<file path="config.mk">
export PLATFORM = sky130hd
export DESIGN_NAME = idli_fetch_buf_m_flat
export DESIGN_NICKNAME = d
export VERILOG_FILES = /design/src/rtl/idli_fetch_buf_m_if.sv /design/src/rtl/idli_fetch_buf_m.sv /design/src/flat_wrapper.sv
export SDC_FILE = /design/constraint.sdc
export NUM_CORES = 1
export LEC_CHECK = 0
export ABC_AREA = 0
export BUFFER_PORTS_ARGS = -buffer_cell sky130_fd_sc_hd__buf_4
export CAP_MARGIN = 0
export CORE_AREA = 2 2 90 83
export CTS_CLUSTER_DIAMETER = 80
export DETAILED_ROUTE_END_ITERATION = 7
export DIE_AREA = 0 0 92 85
export PLACE_DENSITY = 0.63
export SLEW_MARGIN = 20
export SYNTH_ARGS = -nofsm -noshare
export SYNTH_HDL_FRONTEND = slang
export SYNTH_SLANG_ARGS = --single-unit
</file>
<file path="constraint.sdc">
create_clock -name i_fb_gck -period 2.8 [get_ports i_fb_gck]
set_input_delay 0.28 -clock i_fb_gck [delete_from_list [all_inputs] [get_ports i_fb_gck]]
set_output_delay 0.28 -clock i_fb_gck [all_outputs]
set_load 0.01 [all_outputs]
</file>
<file path="src/rtl/idli_fetch_buf_m_if.sv">
// idli_fetch_buf_m_if
//   Bundles the fetch buffer's SQI-side and decode-side signals.
//   Signal names are written from the buffer's point of view (i_ = into the
//   buffer, o_ = out of the buffer).
//   Modports:
//     slave  : the fetch buffer itself
//     master : the surrounding logic (SQI read path + decode stage)
//   Parameter DEPTH sizes the occupancy field and must match the buffer.
interface idli_fetch_buf_m_if #(
  parameter int DEPTH = 8
) ();
  typedef logic [3:0] sqi_data_t;

  sqi_data_t                  i_fb_data;
  logic                       i_fb_data_vld;
  logic                       o_fb_rdy;
  logic                       i_fb_flush;
  sqi_data_t                  o_fb_data;
  logic                       o_fb_vld;
  logic                       i_fb_acp;
  logic                       o_fb_sow;
  logic [$clog2(DEPTH):0]     o_fb_cnt;
  logic                       o_fb_ovf;

  modport slave (
    input  i_fb_data, i_fb_data_vld, i_fb_flush, i_fb_acp,
    output o_fb_rdy, o_fb_data, o_fb_vld, o_fb_sow, o_fb_cnt, o_fb_ovf
  );

  modport master (
    output i_fb_data, i_fb_data_vld, i_fb_flush, i_fb_acp,
    input  o_fb_rdy, o_fb_data, o_fb_vld, o_fb_sow, o_fb_cnt, o_fb_ovf
  );
endinterface

</file>
<file path="src/rtl/idli_fetch_buf_m.sv">
// idli_fetch_buf_m
//   Nibble-wide circular fetch FIFO between the SQI read path and decode.
//   Tracks the position of the head nibble within a 16-bit instruction word
//   (4 nibbles), raises back-pressure when free space drops below
//   RDY_MARGIN, and records a sticky overflow when a nibble is dropped.
//
//   Ports:
//     i_fb_gck    core clock
//     i_fb_rst_n  asynchronous active-low reset
//     fb          idli_fetch_buf_m_if.slave:
//                   i_fb_data/i_fb_data_vld  nibble stream from SQI
//                   o_fb_rdy                 SQI may keep streaming
//                   i_fb_flush               discard contents, realign
//                   o_fb_data/o_fb_vld       head nibble to decode
//                   i_fb_acp                 decode pops head nibble
//                   o_fb_sow                 head is nibble 0 of a word
//                   o_fb_cnt                 occupancy in nibbles
//                   o_fb_ovf                 sticky drop indicator
//
//   Build option: define IDLI_FB_BYPASS_EN to forward an incoming nibble
//   straight to the output while the buffer is empty. Without it there is
//   no combinational path from the inputs to o_fb_data/o_fb_vld.
module idli_fetch_buf_m #(
  parameter int DEPTH      = 8,
  parameter int RDY_MARGIN = 2
) (
  input  logic             i_fb_gck,
  input  logic             i_fb_rst_n,
  idli_fetch_buf_m_if.slave fb
);

  localparam int PW = $clog2(DEPTH);
  localparam int CW = PW + 1;

  logic [3:0]    r_mem [DEPTH];
  logic [PW-1:0] r_wptr;
  logic [PW-1:0] r_rptr;
  logic [CW-1:0] r_cnt;
  logic [1:0]    r_idx;
  logic          r_ovf;
  logic          r_rdy;

  logic          w_empty;
  logic          w_full;
  logic          w_vld;
  logic [3:0]    w_data;
  logic          w_pop;
  logic          w_push;
  logic          w_wr;
  logic          w_ovf_set;
  logic [CW-1:0] w_cnt_nxt;
  logic          w_rdy_nxt;

  // Head selection / handshake decode (combinational, from registered state)
  always_comb begin
    w_empty = (r_cnt == '0);
    w_full  = (r_cnt == CW'(DEPTH));
`ifdef IDLI_FB_BYPASS_EN
    w_vld  = !w_empty || fb.i_fb_data_vld;
    if (!w_empty)
      w_data = r_mem[r_rptr];
    else if (fb.i_fb_data_vld)
      w_data = fb.i_fb_data;
    else
      w_data = 4'h0;
`else
    w_vld  = !w_empty;
    w_data = w_empty ? 4'h0 : r_mem[r_rptr];
`endif
    // Flush cancels both sides of the handshake in the same cycle.
    w_pop     = w_vld && fb.i_fb_acp && !fb.i_fb_flush;
    w_push    = fb.i_fb_data_vld && (!w_full || w_pop) && !fb.i_fb_flush;
    w_ovf_set = fb.i_fb_data_vld && w_full && !w_pop && !fb.i_fb_flush;
    // A bypassed nibble (empty + push + pop) never needs the array.
    w_wr      = w_push && !(w_empty && w_pop);

    w_cnt_nxt = r_cnt;
    if (fb.i_fb_flush)
      w_cnt_nxt = '0;
    else if (w_push && !w_pop)
      w_cnt_nxt = r_cnt + CW'(1);
    else if (w_pop && !w_push)
      w_cnt_nxt = r_cnt - CW'(1);

    // Registering this makes o_fb_rdy describe the same occupancy as o_fb_cnt.
    w_rdy_nxt = (DEPTH - int'(w_cnt_nxt)) >= RDY_MARGIN;
  end

  // Storage array: data only, no reset needed
  always_ff @(posedge i_fb_gck) begin
    if (w_wr)
      r_mem[r_wptr] <= fb.i_fb_data;
  end

  // Control state
  always_ff @(posedge i_fb_gck or negedge i_fb_rst_n) begin
    if (!i_fb_rst_n) begin
      r_wptr <= '0;
      r_rptr <= '0;
      r_cnt  <= '0;
      r_idx  <= '0;
      r_ovf  <= 1'b0;
      r_rdy  <= 1'b1;
    end else begin
      r_cnt <= w_cnt_nxt;
      r_rdy <= w_rdy_nxt;
      if (w_ovf_set)
        r_ovf <= 1'b1;
      if (fb.i_fb_flush) begin
        r_wptr <= '0;
        r_rptr <= '0;
        r_idx  <= '0;
      end else begin
        if (w_push)
          r_wptr <= r_wptr + PW'(1);
        if (w_pop) begin
          r_rptr <= r_rptr + PW'(1);
          r_idx  <= r_idx + 2'd1;
        end
      end
    end
  end

  assign fb.o_fb_data = w_data;
  assign fb.o_fb_vld  = w_vld;
  assign fb.o_fb_sow  = (r_idx == 2'd0) && w_vld;
  assign fb.o_fb_cnt  = r_cnt;
  assign fb.o_fb_ovf  = r_ovf;
  assign fb.o_fb_rdy  = r_rdy;

endmodule

</file>
<file path="src/flat_wrapper.sv">
// flat-port wrapper written by rule: the top's interface ports become plain ports
module idli_fetch_buf_m_flat 
#(
  parameter int DEPTH      = 8,
  parameter int RDY_MARGIN = 2
)
  (i_fb_gck, i_fb_rst_n, fb_i_fb_data, fb_i_fb_data_vld, fb_i_fb_flush, fb_i_fb_acp, fb_o_fb_rdy, fb_o_fb_data, fb_o_fb_vld, fb_o_fb_sow, fb_o_fb_cnt, fb_o_fb_ovf);
  idli_fetch_buf_m_if #(.DEPTH(DEPTH)) fb_i ();
  input  logic i_fb_gck;
  input  logic i_fb_rst_n;
  input wire logic [$bits(fb_i.i_fb_data)-1:0] fb_i_fb_data;
  input wire logic [$bits(fb_i.i_fb_data_vld)-1:0] fb_i_fb_data_vld;
  input wire logic [$bits(fb_i.i_fb_flush)-1:0] fb_i_fb_flush;
  input wire logic [$bits(fb_i.i_fb_acp)-1:0] fb_i_fb_acp;
  output wire logic [$bits(fb_i.o_fb_rdy)-1:0] fb_o_fb_rdy;
  output wire logic [$bits(fb_i.o_fb_data)-1:0] fb_o_fb_data;
  output wire logic [$bits(fb_i.o_fb_vld)-1:0] fb_o_fb_vld;
  output wire logic [$bits(fb_i.o_fb_sow)-1:0] fb_o_fb_sow;
  output wire logic [$bits(fb_i.o_fb_cnt)-1:0] fb_o_fb_cnt;
  output wire logic [$bits(fb_i.o_fb_ovf)-1:0] fb_o_fb_ovf;
  assign fb_i.i_fb_data = fb_i_fb_data;
  assign fb_i.i_fb_data_vld = fb_i_fb_data_vld;
  assign fb_i.i_fb_flush = fb_i_fb_flush;
  assign fb_i.i_fb_acp = fb_i_fb_acp;
  assign fb_o_fb_rdy = fb_i.o_fb_rdy;
  assign fb_o_fb_data = fb_i.o_fb_data;
  assign fb_o_fb_vld = fb_i.o_fb_vld;
  assign fb_o_fb_sow = fb_i.o_fb_sow;
  assign fb_o_fb_cnt = fb_i.o_fb_cnt;
  assign fb_o_fb_ovf = fb_i.o_fb_ovf;
  idli_fetch_buf_m #(.DEPTH(DEPTH), .RDY_MARGIN(RDY_MARGIN)) u_core (.i_fb_gck(i_fb_gck), .i_fb_rst_n(i_fb_rst_n), .fb(fb_i));
endmodule
</file>
==> parameters.txt <==
Parameter                              Value

Setup path
  Longest individual stage delay on the worst path    roughly 0.36 ns
  Critical path start-end classification    register to register
  Library cell contributing the largest single delay on the critical path    dfrtp_2
  Element type at the critical path end    register
  Crit-path cells    inv_1, ha_2, nand2b_4, nor2_4, inv_6, nand2_4, or3_1, nor2b_4, a221o_1, ha_4, or3_1, a211oi_2, a211oi_1
  Arrival time of data at the critical path endpoint    2.92 ns
  CP Launch Type    register
  Required time of the worst setup path    3.02 ns
  Max Fanout on Critical Path    5
  Most Frequent Cell on Critical Path    or3_1
  FF-to-FF setup slack    about 0.11 ns

Drt
  Residual DRC    0
  Average wire per cell in the routed design    about 15 µm
  Number of detailed-routing iterations run before antenna repair    4
  Total number of vias    ~1500
  Routed WL    between 4000 and 5000 µm
  Post-DRT Antenna Nets    0
  Post-DR vias/cell    ~5
  Violation count after the first detailed-routing iteration    ~140

GRT
  Global-route usage over all layers    12.35%
  Global route overflow    0
  Maximum number of pins on one net before global-route repair    20
  Wire length of the first global-routing pass    7452 µm
  Initial antenna violation count    0
  Vias in the first global route    roughly 1400

STA
  Achievable clock frequency    around 0.37 GHz
  Final count of pins violating max slew    0
  Period utilisation layout    between 90 and 100%
  Final count of hold timing violations    0
  Headroom to the max-slew limit    between 60% and 70%
  Total Neg Setup Slack    0 ns
  Pin slew with the least headroom to its limit    around 0.59 ns
  Setup violation total in the final timing report    0
  Clock period minus worst slack    2.695 ns
  Worst clock skew    0.009301 ns

Logic synthesis
  Synthesized net count    between 150 and 200
  Cell Area, Synth    roughly 2300 µm²
  Mapped Avg Cell Area    12.96 µm²
  Count of state elements after synthesis    46
  Most instantiated flip-flop cell in the synthesis netlist    edfxtp_1
  Cell count after synthesis    180
  Fraction of synthesis flops using an asynchronous set or reset pin    just over 30%
  Part of the Yosys area used for sequential elements    between 50% and 60%
  Number of warnings issued by yosys    0
  Number of flops mapped to enable cells by yosys    32
  Number of distinct library cells after synthesis    51

Die
  I/O pins    21
  Area inside the core boundary    slightly below 7000 µm²
  Die footprint    7820 µm²
  Die outline width    slightly above 90 µm
  Floorplan die height    around 85 µm
  Number of placement rows    29
  Starting utilization of the core area    approximately a third

Flow run
  Max-Cap Viols    0

Placement
  Post-DP HPWL    about 3300 µm
  Final estimated routing congestion in global placement    roughly 0.8
  Number of buffer cells added on primary ports    20

Pwr
  Total leakage power    ~1.0 nW
  Worst VDD drop    approximately 220 µV
  Total power divided by cell area    723.6 nW/µm²

CTS
  Clk Latency, worst-skew pair    approximately 0.30 ns
  Root buffer cell    clkbuf_8
  Number of H-tree branching levels    2
  Clock transition at path regs    roughly 0.09 ns
  TritonCTS clock tree    yes
  Clock sink count    46
  Clk buf depth    2
  Num CTS Buffers    5

Finish
  Synthesis-to-layout area growth    20.23%
  Share of post-route cells with drive strength above 1    roughly 31%
  Most frequent cells in the layout    edfxtp_1 (32), buf_4 (31), nor2_1 (24)
  Core utilization of the finished layout    40.67%
  Inserted Diodes    0
  Number of nets in the final layout    roughly 230
  Leading cell type in the layout, fill and taps excluded    edfxtp_1

Hold path
  Path type of the worst min-delay path    primary input to register

Status
  Status    complete, no violations
## path summary, 6_finish.rpt
check | from | end | cells past startpoint
max in group asynchronous | i_fb_rst_n | u_core.fb.o_fb_rdy$_DFF_PN1_ | 2
setup / recovery | u_core.fb.o_fb_cnt[0]$_DFF_PN0_ | u_core.fb.o_fb_rdy$_DFF_PN1_ | 13
min in group asynchronous | i_fb_rst_n | u_core.fb.o_fb_cnt[3]$_DFF_PN0_ | 2
setup reg to reg | u_core.fb.o_fb_cnt[0]$_DFF_PN0_ | u_core.fb.o_fb_rdy$_DFF_PN1_ | 13
hold reg to reg | u_core.fb.o_fb_ovf$_DFFE_PN0P_ | u_core.fb.o_fb_ovf$_DFFE_PN0P_ | 1
hold / removal | fb_i_fb_data[0] | u_core.r_mem[5][0]$_DFFE_PP_ | 1
## kinds of logic after synthesis
family                     share of synthesized area, %
AOI/OAI and AO/OA                                 7.350
buffers and inverters                             2.789
DFF                                               56.28
xor gates and xnor gates                          2.629
muxes                                             10.30
adders and majority gates                         4.292
and+or+nand+nor                                   16.36
## metrics by stage
step,hold WS [ns],cell area (µm²),instances,worst slack [ns],total power (W)
6_report,0.2096,2804,305,0.1054,0.002029
5_1_grt,0.2024,2804,305,-0.02191,0.002150
4_1_cts,0.2022,2749,304,0.02328,0.001986
3_5_place_dp,0.1484,2646,295,0.03524,0.001574
3_3_place_gp,0.1458,2646,295,0.07637,0.001563
2_1_floorplan,-0.01559,2338,180,0.02712,0.001302
## flip-flops by register name, indices dropped and copies added, names as in the netlist
register	cells
u_core.r_mem	32
u_core.fb.o_fb_cnt	4
u_core.r_rptr	3
u_core.r_wptr	3
u_core.r_idx	2
u_core.fb.o_fb_ovf	1
u_core.fb.o_fb_rdy	1
## report_power, final
part	switching, W	leakage [nW]	internal, W	total [W]
clock network	0.000231	0.0408	0.000178	0.000410
registers	0.0000573	0.474	0.000782	0.000839
logic	0.000391	0.526	0.000389	0.000780
total	0.000679	1.04	0.00135	0.00203
## synth_stat cells (all sizes together) (4+ instances only)
cell type / n / share of area, %
buf: 4 / 0.80
ha: 8 / 4.3
inv: 7 / 1.3
mux2i: 6 / 2.6
a21o: 4 / 1.3
nand2b: 5 / 1.7
dfrtp: 13 / 14
xor2: 4 / 1.5
edfxtp: 32 / 41
nand3: 4 / 0.86
nand2: 8 / 1.6
mux4: 8 / 7.7
nor2: 25 / 4.3
clkbuf: 4 / 0.64
## critical path, delay by kind of cell, from the launching register on
family          cells  cell delay [ns]
fa+ha+maj           2             0.45
flops               1             0.36
compound gates      3             0.61
simple gates        6             1.06
buf+inv             2             0.13
## timing repair
action | in CTS | in global routing
endpoints found under the setup margin | 0 | 1
gates resized for setup | 0 | 6
hold buffers | 1 | 0
endpoints found under the hold margin | 13 | 0
setup buffers | 0 | 1
## final cells by class
class | count | area (µm²)
Multi-Input combinational cell | 119 | 1006
Timing Repair Buffer | 32 | 242.7
Clock buffer | 5 | 68.82
Sequential cell | 46 | 1315
Fill cell | 665 | 4090
Inverter | 7 | 31.28
Clock inverter | 3 | 23.77
Tap cell | 93 | 116.4
## per-layer routing
layer	vias to the layer above	wire length, µm	track usage (%)
met2	23	2251	18.52
met1	739	2267	18.05
met5	-	0	0
li1	731	-	-
met4	0	35	3.664
met3	4	140	2.753
No activity file was read; power rests on OpenSTA's default activity.
